[config.mk]
export PLATFORM = sky130hd
export DESIGN_NAME = riscv_v_exe_seq_flat
export DESIGN_NICKNAME = d
export VERILOG_FILES = /design/src/rtl/riscv_v_exe_seq_if.sv /design/src/rtl/riscv_v_exe_seq.sv /design/src/flat_wrapper.sv
export SDC_FILE = /design/constraint.sdc
export NUM_CORES = 1
export LEC_CHECK = 0
export ABC_AREA = 1
export CAP_MARGIN = 20
export CORE_ASPECT_RATIO = 1.2
export CORE_MARGIN = 8
export CORE_UTILIZATION = 35
export DETAILED_ROUTE_END_ITERATION = 8
export PLACE_DENSITY = 0.62
export SLEW_MARGIN = 10
export SYNTH_ARGS = -nofsm -noshare
export SYNTH_HDL_FRONTEND = slang
export SYNTH_SLANG_ARGS = --single-unit
[constraint.sdc]
create_clock -name clk -period 7.4 [get_ports clk]
set_clock_uncertainty 0.1 [all_clocks]
set_input_delay 1.11 -clock clk [delete_from_list [all_inputs] [get_ports clk]]
set_output_delay 1.11 -clock clk [all_outputs]
set_load 0.01 [all_outputs]
[src/rtl/riscv_v_exe_seq_if.sv]
// +----------------------------------------------------------------------------+
// | Module   : riscv_v_exe_seq_if                                               |
// | Purpose  : Issue-side and execute-side signal bundle of the beat sequencer. |
// | Revision : 1.0  initial release                                             |
// +----------------------------------------------------------------------------+
`timescale 1ns/1ps
`default_nettype none

interface riscv_v_exe_seq_if #(
  parameter int VLEN     = 128,
  parameter int MAX_LMUL = 8,
  parameter int VL_W     = $clog2(VLEN*MAX_LMUL/8)+1
);
  logic            issue_valid;
  logic            issue_ready;
  logic [4:0]      vs1_addr;
  logic [4:0]      vs2_addr;
  logic [4:0]      vd_addr;
  logic [2:0]      vsew;
  logic [2:0]      vlmul;
  logic            vill;
  logic [VL_W-1:0] vl;
  logic [VL_W-1:0] vstart;
  logic            is_reduct;
  logic            is_mask;
  logic            is_scalar_op;
  logic            exe_stall;
  logic            exe_valid;
  logic [4:0]      rf_rd_addr_srca;
  logic [4:0]      rf_rd_addr_srcb;
  logic [4:0]      rf_wr_addr;
  logic            rf_wr_en;
  logic [2:0]      beat_idx;
  logic            beat_first;
  logic            beat_last;
  logic [VL_W-1:0] elem_base;
  logic            busy;
  logic            illegal;

  modport master (
    output issue_valid, vs1_addr, vs2_addr, vd_addr, vsew, vlmul, vill,
           vl, vstart, is_reduct, is_mask, is_scalar_op, exe_stall,
    input  issue_ready, exe_valid, rf_rd_addr_srca, rf_rd_addr_srcb,
           rf_wr_addr, rf_wr_en, beat_idx, beat_first, beat_last,
           elem_base, busy, illegal
  );

  modport slave (
    input  issue_valid, vs1_addr, vs2_addr, vd_addr, vsew, vlmul, vill,
           vl, vstart, is_reduct, is_mask, is_scalar_op, exe_stall,
    output issue_ready, exe_valid, rf_rd_addr_srca, rf_rd_addr_srcb,
           rf_wr_addr, rf_wr_en, beat_idx, beat_first, beat_last,
           elem_base, busy, illegal
  );
endinterface

`default_nettype wire

[src/rtl/riscv_v_exe_seq.sv]
// +----------------------------------------------------------------------------+
// | Module   : riscv_v_exe_seq                                                  |
// | Purpose  : Walks one vector instruction's register group, one beat/cycle.   |
// | Revision : 1.0  initial release                                             |
// +----------------------------------------------------------------------------+
`timescale 1ns/1ps
`default_nettype none

module riscv_v_exe_seq #(
  parameter int VLEN      = 128,
  parameter int NUM_VREGS = 32,
  parameter int MAX_LMUL  = 8,
  parameter int VL_W      = $clog2(VLEN*MAX_LMUL/8)+1
) (
  input  wire logic        clk,
  input  wire logic        rst,
  riscv_v_exe_seq_if.slave io_bus
);

  localparam int c_AW       = $clog2(NUM_VREGS);
  localparam int c_BW       = $clog2(MAX_LMUL);
  localparam int c_LOG_VLEN = $clog2(VLEN);

  typedef logic [c_AW-1:0] addr_t;
  typedef logic [c_BW-1:0] beat_t;
  typedef logic [c_BW:0]   nreg_t;
  typedef logic [VL_W-1:0] vl_t;
  typedef logic [VL_W:0]   ext_t;

  typedef enum logic [0:0] {
    ST_IDLE = 1'b0,
    ST_RUN  = 1'b1
  } state_t;

  state_t r_state;
  addr_t  r_vs1, r_vs2, r_vd;
  logic   r_red, r_scal;
  logic [7:0] r_lg;
  beat_t  r_last;
  logic   r_exe_valid, r_wr_en, r_first, r_beat_last, r_illegal;
  addr_t  r_srca, r_srcb, r_wr;
  beat_t  r_beat;
  vl_t    r_eb;

  // Elements per register is a power of two, so divisions become shifts by log2(EPR)
  logic [7:0] w_epr_lg;
  ext_t       w_epr, w_ceil, w_cnt;
  vl_t        w_first_full;
  nreg_t      w_nreg;
  addr_t      w_amask;
  logic       w_zero, w_illegal;
  beat_t      w_new_first, w_new_last;

  assign w_epr_lg     = 8'(c_LOG_VLEN - 3) - {5'd0, io_bus.vsew};
  assign w_epr        = ext_t'(1) << w_epr_lg;
  assign w_ceil       = (ext_t'(io_bus.vl) + w_epr - ext_t'(1)) >> w_epr_lg;
  assign w_first_full = io_bus.vstart >> w_epr_lg;
  assign w_nreg       = io_bus.vlmul[2] ? nreg_t'(1) : (nreg_t'(1) << io_bus.vlmul[1:0]);
  assign w_cnt        = (w_ceil < ext_t'(w_nreg)) ? w_ceil : ext_t'(w_nreg);
  assign w_amask      = addr_t'(w_nreg - nreg_t'(1));

  // A start register past the group end leaves nothing to issue
  assign w_zero = (io_bus.vl == '0) || (io_bus.vstart >= io_bus.vl) ||
                  (!io_bus.is_mask && (ext_t'(w_first_full) >= w_cnt));
  assign w_new_first = io_bus.is_mask ? '0 : beat_t'(w_first_full);
  assign w_new_last  = io_bus.is_mask ? '0 : beat_t'(w_cnt - ext_t'(1));

  assign w_illegal = io_bus.vill || io_bus.vsew[2] || (io_bus.vlmul == 3'd4) ||
                     (io_bus.is_reduct && (io_bus.vstart != '0)) ||
                     ((io_bus.vs2_addr & w_amask) != '0) ||
                     (!io_bus.is_reduct && ((io_bus.vd_addr & w_amask) != '0)) ||
                     (!(io_bus.is_reduct || io_bus.is_scalar_op) &&
                      ((io_bus.vs1_addr & w_amask) != '0));

  logic w_adv, w_ready, w_accept, w_load;

  assign w_adv    = (r_state == ST_RUN) && !io_bus.exe_stall;
  assign w_ready  = !rst && ((r_state == ST_IDLE) || (w_adv && r_beat_last));
  assign w_accept = io_bus.issue_valid && w_ready;
  assign w_load   = w_accept && !w_illegal && !w_zero;

  // Next-beat fields come from the new instruction on a load, else from the held one
  beat_t      w_b, w_s_last;
  addr_t      w_s_vs1, w_s_vs2, w_s_vd;
  logic       w_s_red, w_s_scal;
  logic [7:0] w_s_lg;
  addr_t      w_nxt_srca, w_nxt_srcb, w_nxt_wr;
  logic       w_nxt_last;
  vl_t        w_nxt_eb;

  assign w_b      = w_load ? w_new_first : (r_beat + beat_t'(1));
  assign w_s_last = w_load ? w_new_last : r_last;
  assign w_s_vs1  = w_load ? io_bus.vs1_addr : r_vs1;
  assign w_s_vs2  = w_load ? io_bus.vs2_addr : r_vs2;
  assign w_s_vd   = w_load ? io_bus.vd_addr : r_vd;
  assign w_s_red  = w_load ? io_bus.is_reduct : r_red;
  assign w_s_scal = w_load ? io_bus.is_scalar_op : r_scal;
  assign w_s_lg   = w_load ? w_epr_lg : r_lg;

  assign w_nxt_srca = w_s_vs2 + addr_t'(w_b);
  assign w_nxt_srcb = (w_s_red || w_s_scal) ? w_s_vs1 : (w_s_vs1 + addr_t'(w_b));
  assign w_nxt_wr   = w_s_red ? w_s_vd : (w_s_vd + addr_t'(w_b));
  assign w_nxt_last = (w_b == w_s_last);
  assign w_nxt_eb   = vl_t'(w_b) << w_s_lg;

  always_ff @(posedge clk) begin
    if (rst) begin
      r_state     <= ST_IDLE;
      r_vs1       <= '0;
      r_vs2       <= '0;
      r_vd        <= '0;
      r_red       <= 1'b0;
      r_scal      <= 1'b0;
      r_lg        <= '0;
      r_last      <= '0;
      r_exe_valid <= 1'b0;
      r_wr_en     <= 1'b0;
      r_first     <= 1'b0;
      r_beat_last <= 1'b0;
      r_illegal   <= 1'b0;
      r_srca      <= '0;
      r_srcb      <= '0;
      r_wr        <= '0;
      r_beat      <= '0;
      r_eb        <= '0;
    end else begin
      r_illegal <= 1'b0;
      if (w_load) begin
        r_state     <= ST_RUN;
        r_vs1       <= io_bus.vs1_addr;
        r_vs2       <= io_bus.vs2_addr;
        r_vd        <= io_bus.vd_addr;
        r_red       <= io_bus.is_reduct;
        r_scal      <= io_bus.is_scalar_op;
        r_lg        <= w_epr_lg;
        r_last      <= w_new_last;
        r_exe_valid <= 1'b1;
        r_first     <= 1'b1;
        r_beat      <= w_b;
        r_beat_last <= w_nxt_last;
        r_wr_en     <= !w_s_red || w_nxt_last;
        r_srca      <= w_nxt_srca;
        r_srcb      <= w_nxt_srcb;
        r_wr        <= w_nxt_wr;
        r_eb        <= w_nxt_eb;
      end else if (w_accept || (w_adv && r_beat_last)) begin
        r_state     <= ST_IDLE;
        r_exe_valid <= 1'b0;
        r_first     <= 1'b0;
        r_beat      <= '0;
        r_beat_last <= 1'b0;
        r_wr_en     <= 1'b0;
        r_srca      <= '0;
        r_srcb      <= '0;
        r_wr        <= '0;
        r_eb        <= '0;
        r_illegal   <= w_accept && w_illegal;
      end else if (w_adv) begin
        r_first     <= 1'b0;
        r_beat      <= w_b;
        r_beat_last <= w_nxt_last;
        r_wr_en     <= !w_s_red || w_nxt_last;
        r_srca      <= w_nxt_srca;
        r_srcb      <= w_nxt_srcb;
        r_wr        <= w_nxt_wr;
        r_eb        <= w_nxt_eb;
      end
    end
  end

  assign io_bus.issue_ready     = w_ready;
  assign io_bus.exe_valid       = r_exe_valid;
  assign io_bus.rf_rd_addr_srca = r_srca;
  assign io_bus.rf_rd_addr_srcb = r_srcb;
  assign io_bus.rf_wr_addr      = r_wr;
  assign io_bus.rf_wr_en        = r_wr_en;
  assign io_bus.beat_idx        = r_beat;
  assign io_bus.beat_first      = r_first;
  assign io_bus.beat_last       = r_beat_last;
  assign io_bus.elem_base       = r_eb;
  assign io_bus.busy            = (r_state == ST_RUN);
  assign io_bus.illegal         = r_illegal;

endmodule

`default_nettype wire

[src/flat_wrapper.sv]
// flat-port wrapper written by rule: the top's interface ports become plain ports
module riscv_v_exe_seq_flat 
#(
  parameter int VLEN      = 128,
  parameter int NUM_VREGS = 32,
  parameter int MAX_LMUL  = 8,
  parameter int VL_W      = $clog2(VLEN*MAX_LMUL/8)+1
)
  (clk, rst, io_bus_issue_valid, io_bus_vs1_addr, io_bus_vs2_addr, io_bus_vd_addr, io_bus_vsew, io_bus_vlmul, io_bus_vill, io_bus_vl, io_bus_vstart, io_bus_is_reduct, io_bus_is_mask, io_bus_is_scalar_op, io_bus_exe_stall, io_bus_issue_ready, io_bus_exe_valid, io_bus_rf_rd_addr_srca, io_bus_rf_rd_addr_srcb, io_bus_rf_wr_addr, io_bus_rf_wr_en, io_bus_beat_idx, io_bus_beat_first, io_bus_beat_last, io_bus_elem_base, io_bus_busy, io_bus_illegal);
  riscv_v_exe_seq_if #(.VLEN(VLEN), .MAX_LMUL(MAX_LMUL), .VL_W(VL_W)) io_bus_i ();
  input  wire logic clk;
  input  wire logic rst;
  input wire logic [$bits(io_bus_i.issue_valid)-1:0] io_bus_issue_valid;
  input wire logic [$bits(io_bus_i.vs1_addr)-1:0] io_bus_vs1_addr;
  input wire logic [$bits(io_bus_i.vs2_addr)-1:0] io_bus_vs2_addr;
  input wire logic [$bits(io_bus_i.vd_addr)-1:0] io_bus_vd_addr;
  input wire logic [$bits(io_bus_i.vsew)-1:0] io_bus_vsew;
  input wire logic [$bits(io_bus_i.vlmul)-1:0] io_bus_vlmul;
  input wire logic [$bits(io_bus_i.vill)-1:0] io_bus_vill;
  input wire logic [$bits(io_bus_i.vl)-1:0] io_bus_vl;
  input wire logic [$bits(io_bus_i.vstart)-1:0] io_bus_vstart;
  input wire logic [$bits(io_bus_i.is_reduct)-1:0] io_bus_is_reduct;
  input wire logic [$bits(io_bus_i.is_mask)-1:0] io_bus_is_mask;
  input wire logic [$bits(io_bus_i.is_scalar_op)-1:0] io_bus_is_scalar_op;
  input wire logic [$bits(io_bus_i.exe_stall)-1:0] io_bus_exe_stall;
  output wire logic [$bits(io_bus_i.issue_ready)-1:0] io_bus_issue_ready;
  output wire logic [$bits(io_bus_i.exe_valid)-1:0] io_bus_exe_valid;
  output wire logic [$bits(io_bus_i.rf_rd_addr_srca)-1:0] io_bus_rf_rd_addr_srca;
  output wire logic [$bits(io_bus_i.rf_rd_addr_srcb)-1:0] io_bus_rf_rd_addr_srcb;
  output wire logic [$bits(io_bus_i.rf_wr_addr)-1:0] io_bus_rf_wr_addr;
  output wire logic [$bits(io_bus_i.rf_wr_en)-1:0] io_bus_rf_wr_en;
  output wire logic [$bits(io_bus_i.beat_idx)-1:0] io_bus_beat_idx;
  output wire logic [$bits(io_bus_i.beat_first)-1:0] io_bus_beat_first;
  output wire logic [$bits(io_bus_i.beat_last)-1:0] io_bus_beat_last;
  output wire logic [$bits(io_bus_i.elem_base)-1:0] io_bus_elem_base;
  output wire logic [$bits(io_bus_i.busy)-1:0] io_bus_busy;
  output wire logic [$bits(io_bus_i.illegal)-1:0] io_bus_illegal;
  assign io_bus_i.issue_valid = io_bus_issue_valid;
  assign io_bus_i.vs1_addr = io_bus_vs1_addr;
  assign io_bus_i.vs2_addr = io_bus_vs2_addr;
  assign io_bus_i.vd_addr = io_bus_vd_addr;
  assign io_bus_i.vsew = io_bus_vsew;
  assign io_bus_i.vlmul = io_bus_vlmul;
  assign io_bus_i.vill = io_bus_vill;
  assign io_bus_i.vl = io_bus_vl;
  assign io_bus_i.vstart = io_bus_vstart;
  assign io_bus_i.is_reduct = io_bus_is_reduct;
  assign io_bus_i.is_mask = io_bus_is_mask;
  assign io_bus_i.is_scalar_op = io_bus_is_scalar_op;
  assign io_bus_i.exe_stall = io_bus_exe_stall;
  assign io_bus_issue_ready = io_bus_i.issue_ready;
  assign io_bus_exe_valid = io_bus_i.exe_valid;
  assign io_bus_rf_rd_addr_srca = io_bus_i.rf_rd_addr_srca;
  assign io_bus_rf_rd_addr_srcb = io_bus_i.rf_rd_addr_srcb;
  assign io_bus_rf_wr_addr = io_bus_i.rf_wr_addr;
  assign io_bus_rf_wr_en = io_bus_i.rf_wr_en;
  assign io_bus_beat_idx = io_bus_i.beat_idx;
  assign io_bus_beat_first = io_bus_i.beat_first;
  assign io_bus_beat_last = io_bus_i.beat_last;
  assign io_bus_elem_base = io_bus_i.elem_base;
  assign io_bus_busy = io_bus_i.busy;
  assign io_bus_illegal = io_bus_i.illegal;
  riscv_v_exe_seq #(.VLEN(VLEN), .NUM_VREGS(NUM_VREGS), .MAX_LMUL(MAX_LMUL), .VL_W(VL_W)) u_core (.clk(clk), .rst(rst), .io_bus(io_bus_i));
endmodule
==> results.toml <==
[power]
power_density_mw_per_mm2 = 156.8
power_frac_seq = 0.295
p_comb_frac = 0.374
ir_drop_mv = 0.1460
p_int_mw = 0.7326
clockPowerShare = 0.331
power_mw = 1.100
netSwitchingFraction = 0.3342
switching_power_mw = 0.3677
p_leak_nw = 3.185

[worst_setup_path]
required_ns = 7.49
cp.arrival_ns = 7.02
critPathLaunchType = "primary input"
critPathCaptureType = "register"
path_class = "primary input to register"
cpMaxStageDelayCell = "fa_2"
slowest_delay_ns = 0.37
cpMostUsedCell = "nand2_1"
crit_fanout = 7

[drt]
num_vias = 5280
met2_length_mm = 7.665
top_layer_used = "met4"
routedWlPerCell_um = 14.61
wl_met3_um = 768
antenna_left = 0
viasPerCell = 4.930
wirelength_mm = 15.65
drc = 0
drt_iter0_drc = 255
first_pass_iters = 5
drt-met1-wl_mm = 6.761

[timing]
setup_viol = 0
worst_pin_slew_ns = 0.6407
slew_headroom = 0.5689
period_share = 0.9373
grt_setup_unrepaired = "no"
finalWorstSetupSlack_ns = 0.4643
max_freq_ghz = 0.1442
finalCriticalPeriod_ns = 6.936
hold_violations = 0
drv_slew = 0

[synth]
yosysTopAreaCell = "dfxtp_1"
yosys-top-cells-area = "dfxtp_1, nand2_1, ha_1"
ys.flop_type = "dfxtp_1"
synth_edf_count = 0
synth_cells = 740
synth_top_area_share = 0.2400
ys_ff_latch = 59
synth.distinct_cells = 58
yosysSeqAreaShare = 0.2400
syn_area_mm2 = 0.004921
ys_warn_count = 0
synthArstFlopShare = 0
syn_avg_cell_area_um2 = 6.650

[clock_network]
cts_made_buffers = 9
hold_buffers = 0
cts.path.max_buffers = 2
insertion_delay_ns = 0.33
htree_levels = 3
root_buffer = "clkbuf_16"
cts_tree = "built"
path_clk_slew_ns = 0.05
cts_sinks = 59

[die]
die_h_um = 145.9
row_count = 47
die_x_um = 124.2
dieArea_mm2 = 0.01813
initial_utilization = 0.3576
core_mm2 = 0.01376
io_pins = 78

[cells_and_area]
diodes = 0
final_cell_mix = "nand2_1, inv_1, buf_4"
finish.instance_area_mm2 = 0.007017
instances_no_fill = 1071
regArea_mm2 = 0.001181
multi_input_area_mm2 = 0.003502
syn_to_final_growth_pct = 42.59
fillers = 1393
nNetsFinal = 989
layout_commonest_cell = "nand2_1"
final_layout_size_suffix_gt1_frac = 0.2478

[min_path]
hold_class = "register to register"

[global_route]
antenna_found_initial = 0
grt_pass1_vias = 5263
grt_pass1_wl_mm = 25.07
grt_max_degree = 60
grt_remaining_overflow = 0
grt_use_total = 0.1656

[placed_design]
port_buffers = 77
placedCellCount = 1047
dp_hpwl_mm = 12.30
dp_slack_ns = -0.4507
postPlaceCellArea_mm2 = 0.006412
place_congestion = 0.8858

[flow_run]
maxCapViolations = 0

[status]
status = "complete, no violations"
==> logic make-up (layout without fill, tap and decap cells) <==
kind of cell,count (synthesis),in the layout,synth area share
compound gates,141,141,0.1795
xor+xnor,7,7,0.01246
fa+ha+maj,49,49,0.1307
buf+inv,133,290,0.1129
flops,59,59,0.2400
other cells,1,4,0.0007620
simple gates,350,350,0.3237
==> power groups by stage <==
stage                     logic, mW  registers (mW)  clock network (mW)
after floorplan               0.214           0.333                   0
after global placement        0.355           0.331                   0
after detailed placement      0.356           0.331                   0
after CTS                     0.365           0.325               0.372
after global routing          0.457           0.325               0.386
final                         0.411           0.325               0.364
==> layout make-up <==
class | instances | area share
clock inverter | 7 | 0.004993
multi-input combinational | 551 | 0.4991
inverter | 110 | 0.05991
tap | 171 | 0.03049
timing repair buffer | 164 | 0.2051
clock buffer | 9 | 0.03210
sequential | 59 | 0.1683
==> Yosys cell counts, drive strengths merged, types with 2 or more instances <==
cell type,instances
a31oi,3
nand3b,4
dfxtp,59
a21boi,3
a21oi,66
xor2,3
clkbuf,10
nor2,83
fa,4
xnor2,4
o41ai,2
nor3,5
o2111ai,3
o211ai,8
inv,109
or2,7
o22ai,6
a22oi,5
nand3,46
buf,13
ha,45
a221oi,2
nand4,17
a32oi,2
o21ai,34
nand2,185
a211oi,2
==> sequential cells by signal, indices dropped and copies added, names as in the netlist, 3 cells and up <==
name                           count
u_core.io_bus.elem_base            8
u_core.r_last                      3
u_core.r_vs1                       5
u_core.r_lg                        8
u_core.io_bus.rf_rd_addr_srca      5
u_core.io_bus.beat_idx             3
u_core.r_vs2                       5
u_core.r_vd                        5
u_core.io_bus.rf_wr_addr           5
u_core.io_bus.rf_rd_addr_srcb      5
==> final timing paths <==
check	startpoint	endpoint	slack, ns	cells past startpoint
setup / recovery	io_bus_vsew[0]	u_core.io_bus.rf_rd_addr_srca[4]	0.46	45
hold / removal	u_core.r_lg[3]	u_core.r_lg[3]	0.34	2
setup reg to reg	u_core.io_bus.busy	u_core.io_bus.rf_rd_addr_srcb[4]	4.09	16
hold reg to reg	u_core.r_lg[3]	u_core.r_lg[3]	0.34	2
==> per-stage QoR <==
step	hold slack, ns	TNS (ns)	util
global placement	0.3270	-3.139	0.4660
CTS	0.3401	0	0.4879
floorplan	0.3172	0	-
finish	0.3358	0	0.5099
detailed placement	0.3319	-5.193	0.4660
global route	0.3694	0	0.5099
==> repair_timing <==
item	in CTS	in global routing
setup buffers	1	7
pin swaps	1	32
gates resized for setup	5	61
setup endpoints to repair	10	24
==> critical path, delay by kind of cell <==
kind / cells / cell delay (ns)
AO/OA/AOI/OAI: 7 / 0.91
XOR/XNOR: 1 / 0.21
adder cells (fa/ha/maj): 7 / 1.72
buffers and inverters: 9 / 0.91
AND/OR/NAND/NOR: 21 / 2.15
==> routing by layer <==
metal | global-route usage | vias to the layer above
met4 | 0.06940 | 0
met5 | 0 | -
li1 | - | 2759
met3 | 0.03936 | 30
met2 | 0.2881 | 105
met1 | 0.1890 | 2386
No activity file was read; power rests on OpenSTA's default activity.
